## config.mk

```make
export PLATFORM = sky130hd
export DESIGN_NAME = i2c_slave_regbank
export DESIGN_NICKNAME = d
export VERILOG_FILES = /design/src/rtl/i2c_slave_regbank.sv
export SDC_FILE = /design/constraint.sdc
export NUM_CORES = 1
export LEC_CHECK = 0
export ABC_CLOCK_PERIOD_IN_PS = 3600
export CAP_MARGIN = 20
export CORE_MARGIN = 5
export CORE_UTILIZATION = 63
export CTS_BUF_LIST = sky130_fd_sc_hd__clkbuf_2 sky130_fd_sc_hd__clkbuf_4 sky130_fd_sc_hd__clkbuf_8
export DETAILED_ROUTE_END_ITERATION = 10
export PLACE_DENSITY = 0.9
export SYNTH_ARGS = -nofsm -noshare
export SYNTH_HDL_FRONTEND = slang
export SYNTH_SLANG_ARGS = --single-unit
```

## constraint.sdc

```tcl
create_clock -name clk -period 3.6 [get_ports clk]
set_input_delay 0.72 -clock clk [delete_from_list [all_inputs] [get_ports clk]]
set_output_delay 0.72 -clock clk [all_outputs]
set_load 0.01 [all_outputs]
```

## src/rtl/i2c_slave_regbank.sv

```systemverilog
// I2C target with a 2**ADDR_W byte register bank, pointer byte and auto-incrementing bursts.
// Optional: define I2C_GENERAL_CALL_EN to ACK general-call writes (address byte 0x00).
module i2c_slave_regbank #(
    parameter logic [6:0]  SLAVE_ADDR  = 7'h50,
    parameter int unsigned ADDR_W      = 3,
    parameter int unsigned SYNC_STAGES = 2
) (
    input  logic              clk,
    input  logic              rst,
    input  logic              sclk,
    input  logic              sda,
    output logic              slave_sda_en,
    output logic              ssda_buffer,
    output logic              ack_err,
    output logic              done,
    output logic              busy,
    output logic              reg_wr_en,
    output logic [ADDR_W-1:0] reg_wr_addr,
    output logic [7:0]        reg_wr_data
);
    localparam int unsigned DEPTH = 1 << ADDR_W;

    typedef enum logic [3:0] {
        StIdle, StAddr, StAddrAck, StPtr, StWrite, StDataAck, StRead, StMack, StWaitStop
    } state_e;

    state_e              state_q, state_d;
    logic [3:0]          cnt_q, cnt_d;
    logic [7:0]          shreg_q, shreg_d;
    logic [ADDR_W-1:0]   ptr_q, ptr_d;
    logic                rw_q, rw_d;
    logic                phase_q, phase_d;
    logic                mack_q, mack_d;
    logic                sda_en_q, sda_en_d;
    logic                sda_out_q, sda_out_d;
    logic                ack_err_q, ack_err_d;
    logic                busy_q, busy_d;
    logic                done_q, done_d;
    logic                wr_en;
    logic [7:0]          bank_q [DEPTH];

    logic [SYNC_STAGES-1:0] scl_sync_q, sda_sync_q;
    logic scl_prev_q, sda_prev_q;
    logic scl_s, sda_s, scl_rise, scl_fall, start_ev, stop_ev;
    logic addr_match, mid_byte;

    always_ff @(posedge clk or posedge rst) begin
        if (rst) begin
            scl_sync_q <= '1;
            sda_sync_q <= '1;
            scl_prev_q <= 1'b1;
            sda_prev_q <= 1'b1;
        end else begin
            scl_sync_q <= {scl_sync_q[SYNC_STAGES-2:0], sclk};
            sda_sync_q <= {sda_sync_q[SYNC_STAGES-2:0], sda};
            scl_prev_q <= scl_sync_q[SYNC_STAGES-1];
            sda_prev_q <= sda_sync_q[SYNC_STAGES-1];
        end
    end

    assign scl_s    = scl_sync_q[SYNC_STAGES-1];
    assign sda_s    = sda_sync_q[SYNC_STAGES-1];
    assign scl_rise = scl_s & ~scl_prev_q;
    assign scl_fall = ~scl_s & scl_prev_q;
    assign start_ev = scl_s & scl_prev_q & sda_prev_q & ~sda_s;
    assign stop_ev  = scl_s & scl_prev_q & ~sda_prev_q & sda_s;

    // The SCL rise that frames a START/STOP was itself counted, so 1..7 real bits is 2..8.
    assign mid_byte = ((state_q == StPtr) || (state_q == StWrite) || (state_q == StRead))
                      && (cnt_q > 4'd1);

    always_comb begin
        addr_match = (shreg_q[7:1] == SLAVE_ADDR);
`ifdef I2C_GENERAL_CALL_EN
        if (shreg_q == 8'h00) addr_match = 1'b1;
`endif
    end

    always_comb begin
        state_d   = state_q;
        cnt_d     = cnt_q;
        shreg_d   = shreg_q;
        ptr_d     = ptr_q;
        rw_d      = rw_q;
        phase_d   = phase_q;
        mack_d    = mack_q;
        sda_en_d  = sda_en_q;
        sda_out_d = sda_out_q;
        ack_err_d = ack_err_q;
        busy_d    = busy_q;
        done_d    = 1'b0;
        wr_en     = 1'b0;
        if (stop_ev) begin
            state_d   = StIdle;
            cnt_d     = 4'd0;
            phase_d   = 1'b0;
            sda_en_d  = 1'b0;
            sda_out_d = 1'b0;
            busy_d    = 1'b0;
            done_d    = busy_q;
            if (mid_byte) ack_err_d = 1'b1;
        end else if (start_ev) begin
            state_d   = StAddr;
            cnt_d     = 4'd0;
            phase_d   = 1'b0;
            sda_en_d  = 1'b0;
            sda_out_d = 1'b0;
            ack_err_d = mid_byte;
        end else begin
            unique case (state_q)
                StIdle, StWaitStop: begin
                end
                StAddr, StPtr, StWrite: begin
                    if (scl_rise && (cnt_q < 4'd8)) begin
                        shreg_d = {shreg_q[6:0], sda_s};
                        cnt_d   = cnt_q + 4'd1;
                    end else if (cnt_q == 4'd8) begin
                        phase_d = 1'b0;
                        if (state_q == StAddr) begin
                            if (addr_match) begin
                                busy_d  = 1'b1;
                                rw_d    = shreg_q[0];
                                state_d = StAddrAck;
                            end else begin
                                state_d = StIdle;
                            end
                        end else if (state_q == StPtr) begin
                            ptr_d   = shreg_q[ADDR_W-1:0];
                            state_d = StDataAck;
                        end else begin
                            wr_en   = 1'b1;
                            ptr_d   = ptr_q + ADDR_W'(1);
                            state_d = StDataAck;
                        end
                    end
                end
                StAddrAck, StDataAck: begin
                    if (scl_fall) begin
                        if (!phase_q) begin
                            phase_d   = 1'b1;
                            sda_en_d  = 1'b1;
                            sda_out_d = 1'b0;
                        end else begin
                            phase_d  = 1'b0;
                            sda_en_d = 1'b0;
                            cnt_d    = 4'd0;
                            if (state_q == StDataAck) state_d = StWrite;
                            else state_d = rw_q ? StRead : StPtr;
                        end
                    end
                end
                StRead: begin
                    // phase_q low: byte not yet loaded; load and present MSB while SCL is low
                    if (!phase_q) begin
                        shreg_d   = bank_q[ptr_q];
                        sda_out_d = bank_q[ptr_q][7];
                        sda_en_d  = 1'b1;
                        ptr_d     = ptr_q + ADDR_W'(1);
                        phase_d   = 1'b1;
                        cnt_d     = 4'd0;
                    end else if (scl_rise) begin
                        cnt_d = cnt_q + 4'd1;
                    end else if (scl_fall) begin
                        if (cnt_q == 4'd8) begin
                            sda_en_d  = 1'b0;
                            sda_out_d = 1'b0;
                            phase_d   = 1'b0;
                            state_d   = StMack;
                        end else begin
                            shreg_d   = {shreg_q[6:0], 1'b0};
                            sda_out_d = shreg_q[6];
                        end
                    end
                end
                StMack: begin
                    if (scl_rise) begin
                        phase_d = 1'b1;
                        mack_d  = sda_s;
                    end else if (scl_fall && phase_q) begin
                        phase_d = 1'b0;
                        state_d = mack_q ? StWaitStop : StRead;
                    end
                end
                default: state_d = StIdle;
            endcase
        end
    end

    always_ff @(posedge clk or posedge rst) begin
        if (rst) begin
            state_q   <= StIdle;
            cnt_q     <= 4'd0;
            shreg_q   <= 8'h00;
            ptr_q     <= '0;
            rw_q      <= 1'b0;
            phase_q   <= 1'b0;
            mack_q    <= 1'b0;
            sda_en_q  <= 1'b0;
            sda_out_q <= 1'b0;
            ack_err_q <= 1'b0;
            busy_q    <= 1'b0;
            done_q    <= 1'b0;
            for (int i = 0; i < DEPTH; i++) bank_q[i] <= 8'(i);
        end else begin
            state_q   <= state_d;
            cnt_q     <= cnt_d;
            shreg_q   <= shreg_d;
            ptr_q     <= ptr_d;
            rw_q      <= rw_d;
            phase_q   <= phase_d;
            mack_q    <= mack_d;
            sda_en_q  <= sda_en_d;
            sda_out_q <= sda_out_d;
            ack_err_q <= ack_err_d;
            busy_q    <= busy_d;
            done_q    <= done_d;
            if (wr_en) bank_q[ptr_q] <= shreg_q;
        end
    end

    assign slave_sda_en = sda_en_q;
    assign ssda_buffer  = sda_out_q;
    assign ack_err      = ack_err_q;
    assign done         = done_q;
    assign busy         = busy_q;
    assign reg_wr_en    = wr_en;
    assign reg_wr_addr  = ptr_q;
    assign reg_wr_data  = shreg_q;

endmodule

```

Word-level counts from Yosys, hierarchy flattened
Cells that the tools add are included.
{"block": "word_totals", "register_bits": 97, "inputBits": 4, "out_inout_bits": 17, "word_cells": 204}
{"block": "op_classes", "bitwise_logic": 15, "muxes": 90, "magnitude_cmp": 4, "n_reduce_logical": 30, "eq_ne": 39, "addsub": 2}
{"op": "$mux 4", "n": 21}
{"op": "$bwmux 64", "n": 1}
{"op": "$mux 8", "n": 8}
{"op": "$ne 4x4->1 const B", "n": 11}
{"op": "$mux 1", "n": 43}
{"op": "$bmux 8 s3", "n": 1}
{"op": "$demux 8 s3", "n": 1}
{"op": "$mux 3", "n": 7}
{"op": "$reduce_and 7->1", "n": 3}
{"op": "$ne 5x5->1 const B", "n": 4}
{"op": "$pmux 4 s5", "n": 1}
{"op": "$reduce_and 5->1", "n": 4}
{"op": "$eq 4x3->1 const B", "n": 4}
{"op": "$pmux 8 s2", "n": 1}
{"op": "$ne 2x2->1 const B", "n": 6}
{"op": "$ne 3x3->1 const B", "n": 4}
{"op": "$pmux 4 s3", "n": 1}
{"op": "$reduce_bool 2->1", "n": 6}
{"op": "$reduce_and 11->1", "n": 1}
{"op": "$eq 4x2->1 const B", "n": 2}
{"op": "$eq 4x4->1 const B", "n": 2}
{"op": "$and 1x1->1", "n": 7}
{"op": "$eq 7x7->1 const B", "n": 1}
{"op": "$not 1->1", "n": 7}
{"op": "26 further kinds", "n": 33}

Logic depth before layout (Yosys ltp)
{"block": "logic_depth", "ltp_word": 8, "ltp_mapped": 8}

Worst setup path after synthesis
No wires, ideal clock.
{"block": "synth_timing", "path_type": "reg-to-reg", "from": "register state_q[2]", "to": "register bank_q[49] (netlist name)", "required_ns": 3.475, "path_slack_ns": 1.041, "stages_incl_launch_ff": 8, "t_arrival_ns": 2.435, "cell_sequence": "dfrtp_1 -> buf_4 -> nor3b_2 -> o22ai_1 -> or4_1 -> buf_6 -> nor4b_4 -> mux2_2"}
{"block": "synth_via", "elab_chain_len": 8, "elab_cells_between_ends": 11}
{"element": "start, declared", "line": "27", "text": "state_e state_q, state_d;"}
{"element": "start signal, assigned", "line": "191", "text": "state_q <= StIdle;"}
{"element": "start signal, assigned", "line": "205", "text": "state_q <= state_d;"}
{"element": "$eq 4x2->1", "line": "110, 127"}
{"element": "$mux 1", "line": "127", "text": "end else if (state_q == StPtr) begin"}
{"element": "$mux 1", "line": "119", "text": "if (state_q == StAddr) begin"}
{"element": "$mux 1", "line": "117", "text": "end else if (cnt_q == 4'd8) begin"}
{"element": "$mux 1", "line": "114", "text": "if (scl_rise && (cnt_q < 4'd8)) begin"}
{"element": "$mux 1 *", "line": "110", "text": "unique case (state_q)"}
{"element": "$mux 1 *", "line": "102", "text": "end else if (start_ev) begin"}
{"element": "$mux 1 *", "line": "93", "text": "if (stop_ev) begin"}
{"element": "end signal, assigned by index", "line": "217", "text": "if (wr_en) bank_q[ptr_q] <= shreg_q;"}
{"element": "end, declared", "line": "40", "text": "logic [7:0] bank_q [DEPTH];"}
Mark *: on every way between the ends. The rest lies on a longest branch, timed or not.
A chain may end at the register's enable or synchronous reset.

Worst setup path in the final report
{"block": "layout_timing", "from": "register state_q[3]", "to": "output reg_wr_en"}
{"block": "layout_via", "elab_chain_len": 8, "elab_cells_between_ends": 11}
{"element": "$eq 4x2->1", "line": "110, 127"}
{"element": "$mux 1", "line": "127"}
{"element": "$mux 1", "line": "119"}
{"element": "$mux 1", "line": "117"}
{"element": "$mux 1", "line": "114"}
{"element": "$mux 1 *", "line": "110"}
{"element": "$mux 1 *", "line": "102"}
{"element": "$mux 1 *", "line": "93"}
{"element": "end, declared", "line": "17", "text": "output logic reg_wr_en,"}
Marked as above.

==> summary.txt <==
STA
  – Worst Skew: 0.00921 ns
  – Tmin final: 3.52 ns
  – Max Fclk: 284 MHz
  – Slew Viols, Final: 0
  – Final setup margin: 0.0802 ns
  – Slew HR: 42.8%
  – Hold WS: 0.361 ns
  – Tcrit/Tclk final: 97.8%
  – Final setup viols: 0
  – Fin. Hold Viols: 0
  – Slew @ Worst Pin: 0.857 ns

Logic synthesis
  – Fraction of registers with async set/reset: 100%
  – Post-synth top area cell: dfrtp_1
  – Register area share after synthesis: 49.0%
  – Area share of the largest cell type after synthesis: 39.5%
  – Syn_area_per_cell: 11.8 µm²
  – Synth top cells by count: dfrtp_1, mux2_2, clkbuf_1, nand2_1, o21ai_0
  – Mapped Nets: 433
  – Netlist cell types: 66
  – #FFs+latches synth: 97
  – Count leader, synth: dfrtp_1
  – Yosys warning count: 0
  – Top post-synthesis cells by area: dfrtp_1, mux2_2, dfstp_2
  – Post-synth EDFFs: 0
  – Main synth FF type: dfrtp_1
  – Cell Area, Synth: 0.00500 mm²
  – Cells after synthesis: 425

Global route
  – Global route total overflow: 0
  – Initial antenna violation count: 0
  – Largest net degree at the start of global routing: 98
  – Gr usage total: 25.1%
  – Vias in the first global route: 3726
  – First-pass GRT wire length: 19300 µm

Floorplanning
  – Initial Util: 64.7%
  – Die X: 99.1 µm
  – Total I/O pin count: 21
  – CORE AREA: 0.00773 mm²
  – Full die area: 0.00982 mm²
  – Cell Rows: 32
  – Die H: 99.1 µm

Detailed routing
  – DR DRC count: 0
  – Number of detailed-route iterations in the first pass: 5
  – WL per Instance: 21.8 µm
  – Total routed wirelength: 11900 µm
  – Final ANT Viol Nets: 0
  – Vias: 3675
  – Post-DR vias/cell: 6.76
  – DRT iter0 DRCs: 365

Clock network
  – Clock Pin Slew Worst Setup and Hold Paths: 0.10 ns
  – CTS tree: done
  – Post-CTS Resized: 0
  – Max Root-Sink Buffers: 2
  – CTS sink cnt: 97
  – Clock Tree Root: clkbuf_8
  – Cts hold-fix bufs: 0
  – Clk_lat worst skew: 0.38 ns
  – H-tree Lvls: 3
  – Total CTS buffers: 9
  – Setup bufs post-CTS: 0

Critical path
  – CP endpoint kind: output pin
  – Register-to-Register Path Depth: 7
  – Reg2reg end: bank_q[34]
  – Startpoint types: flop
  – CP endpoint: reg_wr_en
  – Setup CP Type: flop to output pin
  – Critical path fanouts, max: 9
  – Critical path origin: state_q[3]
  – WP data arrival: 2.80 ns
  – Reg-to-reg critical path startpoint: state_q[3]
  – CP required: 2.88 ns
  – R2R Setup Slk: 0.55 ns

Layout
  – Final-layout fill cell count: 505
  – Layout cells sized above 1: 31.0%
  – P&R area growth vs syn: 10.3%
  – # diodes: 0
  – Net count, final: 445

Power
  – P per Cell Area: 397 mW/mm²
  – Leakage: 2.43 nW
  – Clk pwr share: 31.9%
  – Psw: 0.670 mW
  – Peak supply drop: 0.309 mV
  – Combinational share of power: 11.6%
  – Internal: 1.52 mW
  – Sequential Power Share: 56.5%
  – Net Sw Frac: 30.6%

Placed design
  – Dpl ws: 0.510 ns
  – HPWL Detailed: 8020 µm
  – Port bufs: 20
  – RD Place Congestion: 0.913

Run
  – # Max-Cap Violations: 0

Outcome
  – Status: finished, final reports clean

Worst hold path
  – Worst min path class: flop to flop
## kinds of logic after synthesis
family	share of synthesized area, %
buffers and inverters	3.15
multiplexers	21.0
flip-flops	49.0
AND/OR/NAND/NOR	12.5
adder cells (fa/ha/maj)	1.00
AO/OA/AOI/OAI	13.0
XOR/XNOR	0.351
## layout make-up
cell class / instances / area [µm²] / area share [%]
sequential: 97 / 2450 / 44.4
tap: 102 / 128 / 2.31
timing repair buffer: 33 / 310 / 5.63
multi-input combinational: 289 / 2400 / 43.6
clock buffer: 9 / 124 / 2.25
clock inverter: 7 / 72.6 / 1.32
inverter: 7 / 27.5 / 0.499
## stage by stage
| stage | utilization (%) | area (µm²) | power (mW) | TNS (ns) | instances |
|---|---|---|---|---|---|
| CTS | 71.2 | 5500 | 2.19 | 0 | 544 |
| finish | 71.4 | 5520 | 2.19 | 0 | 544 |
| global placement | 68.7 | 5310 | 1.49 | 0 | 528 |
| global route | 71.4 | 5520 | 2.28 | -0.0114 | 544 |
| floorplan | - | 5000 | 1.38 | 0 | 425 |
| detailed placement | 68.7 | 5310 | 1.51 | 0 | 528 |
## per-layer routing
layer / up-vias / wire (µm) / GRT usage (%)
met5: - / 0 / 0
met4: 0 / 292 / 9.77
met3: 36 / 820 / 4.95
met2: 191 / 5980 / 40.3
met1: 1832 / 4760 / 33.6
li1: 1616 / - / -
## registers in the layout, summed over array words and instances (netlist names)
name          cells
state_q           4
mack_q            1
rw_q              1
cnt_q             4
ack_err           1
scl_sync_q        2
ssda_buffer       1
busy              1
scl_prev_q        1
slave_sda_en      1
sda_sync_q        2
sda_prev_q        1
phase_q           1
done              1
reg_wr_data       8
bank_q           64
reg_wr_addr       3
## power by group through the flow
stage	clock network [mW]	logic, mW	registers (mW)
finish	0.698	0.255	1.24
detailed placement	0	0.251	1.26
global route	0.749	0.283	1.25
global placement	0	0.241	1.25
floorplan	0	0.185	1.19
CTS	0.704	0.255	1.23
## worst max-delay path, stage by stage (launching register included)
cell and delay, ns:
dfrtp_1 0.48, nor3b_4 0.41, o22ai_1 0.18, or4_1 0.60, clkinv_1 0.18, clkdlybuf4s50_1 0.56
## worst min path at each step
stage / cells after the start / to / from
floorplan: 0 / scl_sync_q[1] / scl_sync_q[0]
global route: 0 / sda_sync_q[1] / sda_sync_q[0]
global placement: 0 / sda_sync_q[1] / sda_sync_q[0]
finish: 0 / sda_sync_q[1] / sda_sync_q[0]
detailed placement: 0 / sda_sync_q[1] / sda_sync_q[0]
CTS: 0 / sda_sync_q[1] / sda_sync_q[0]
## cell usage in the layout (no fill, tap or decap), types with 7 or more instances in the layout
master,n
nand2b_1,7
a211oi_1,7
dfstp_2,18
nor2b_1,9
mux2_2,71
a21oi_1,16
o21ai_0,19
clkbuf_8,9
nand2_1,20
nor2_1,16
mux2i_1,16
clkdlybuf4s50_1,20
buf_4,12
dfrtp_1,79
No activity file was read; power rests on OpenSTA's default activity.
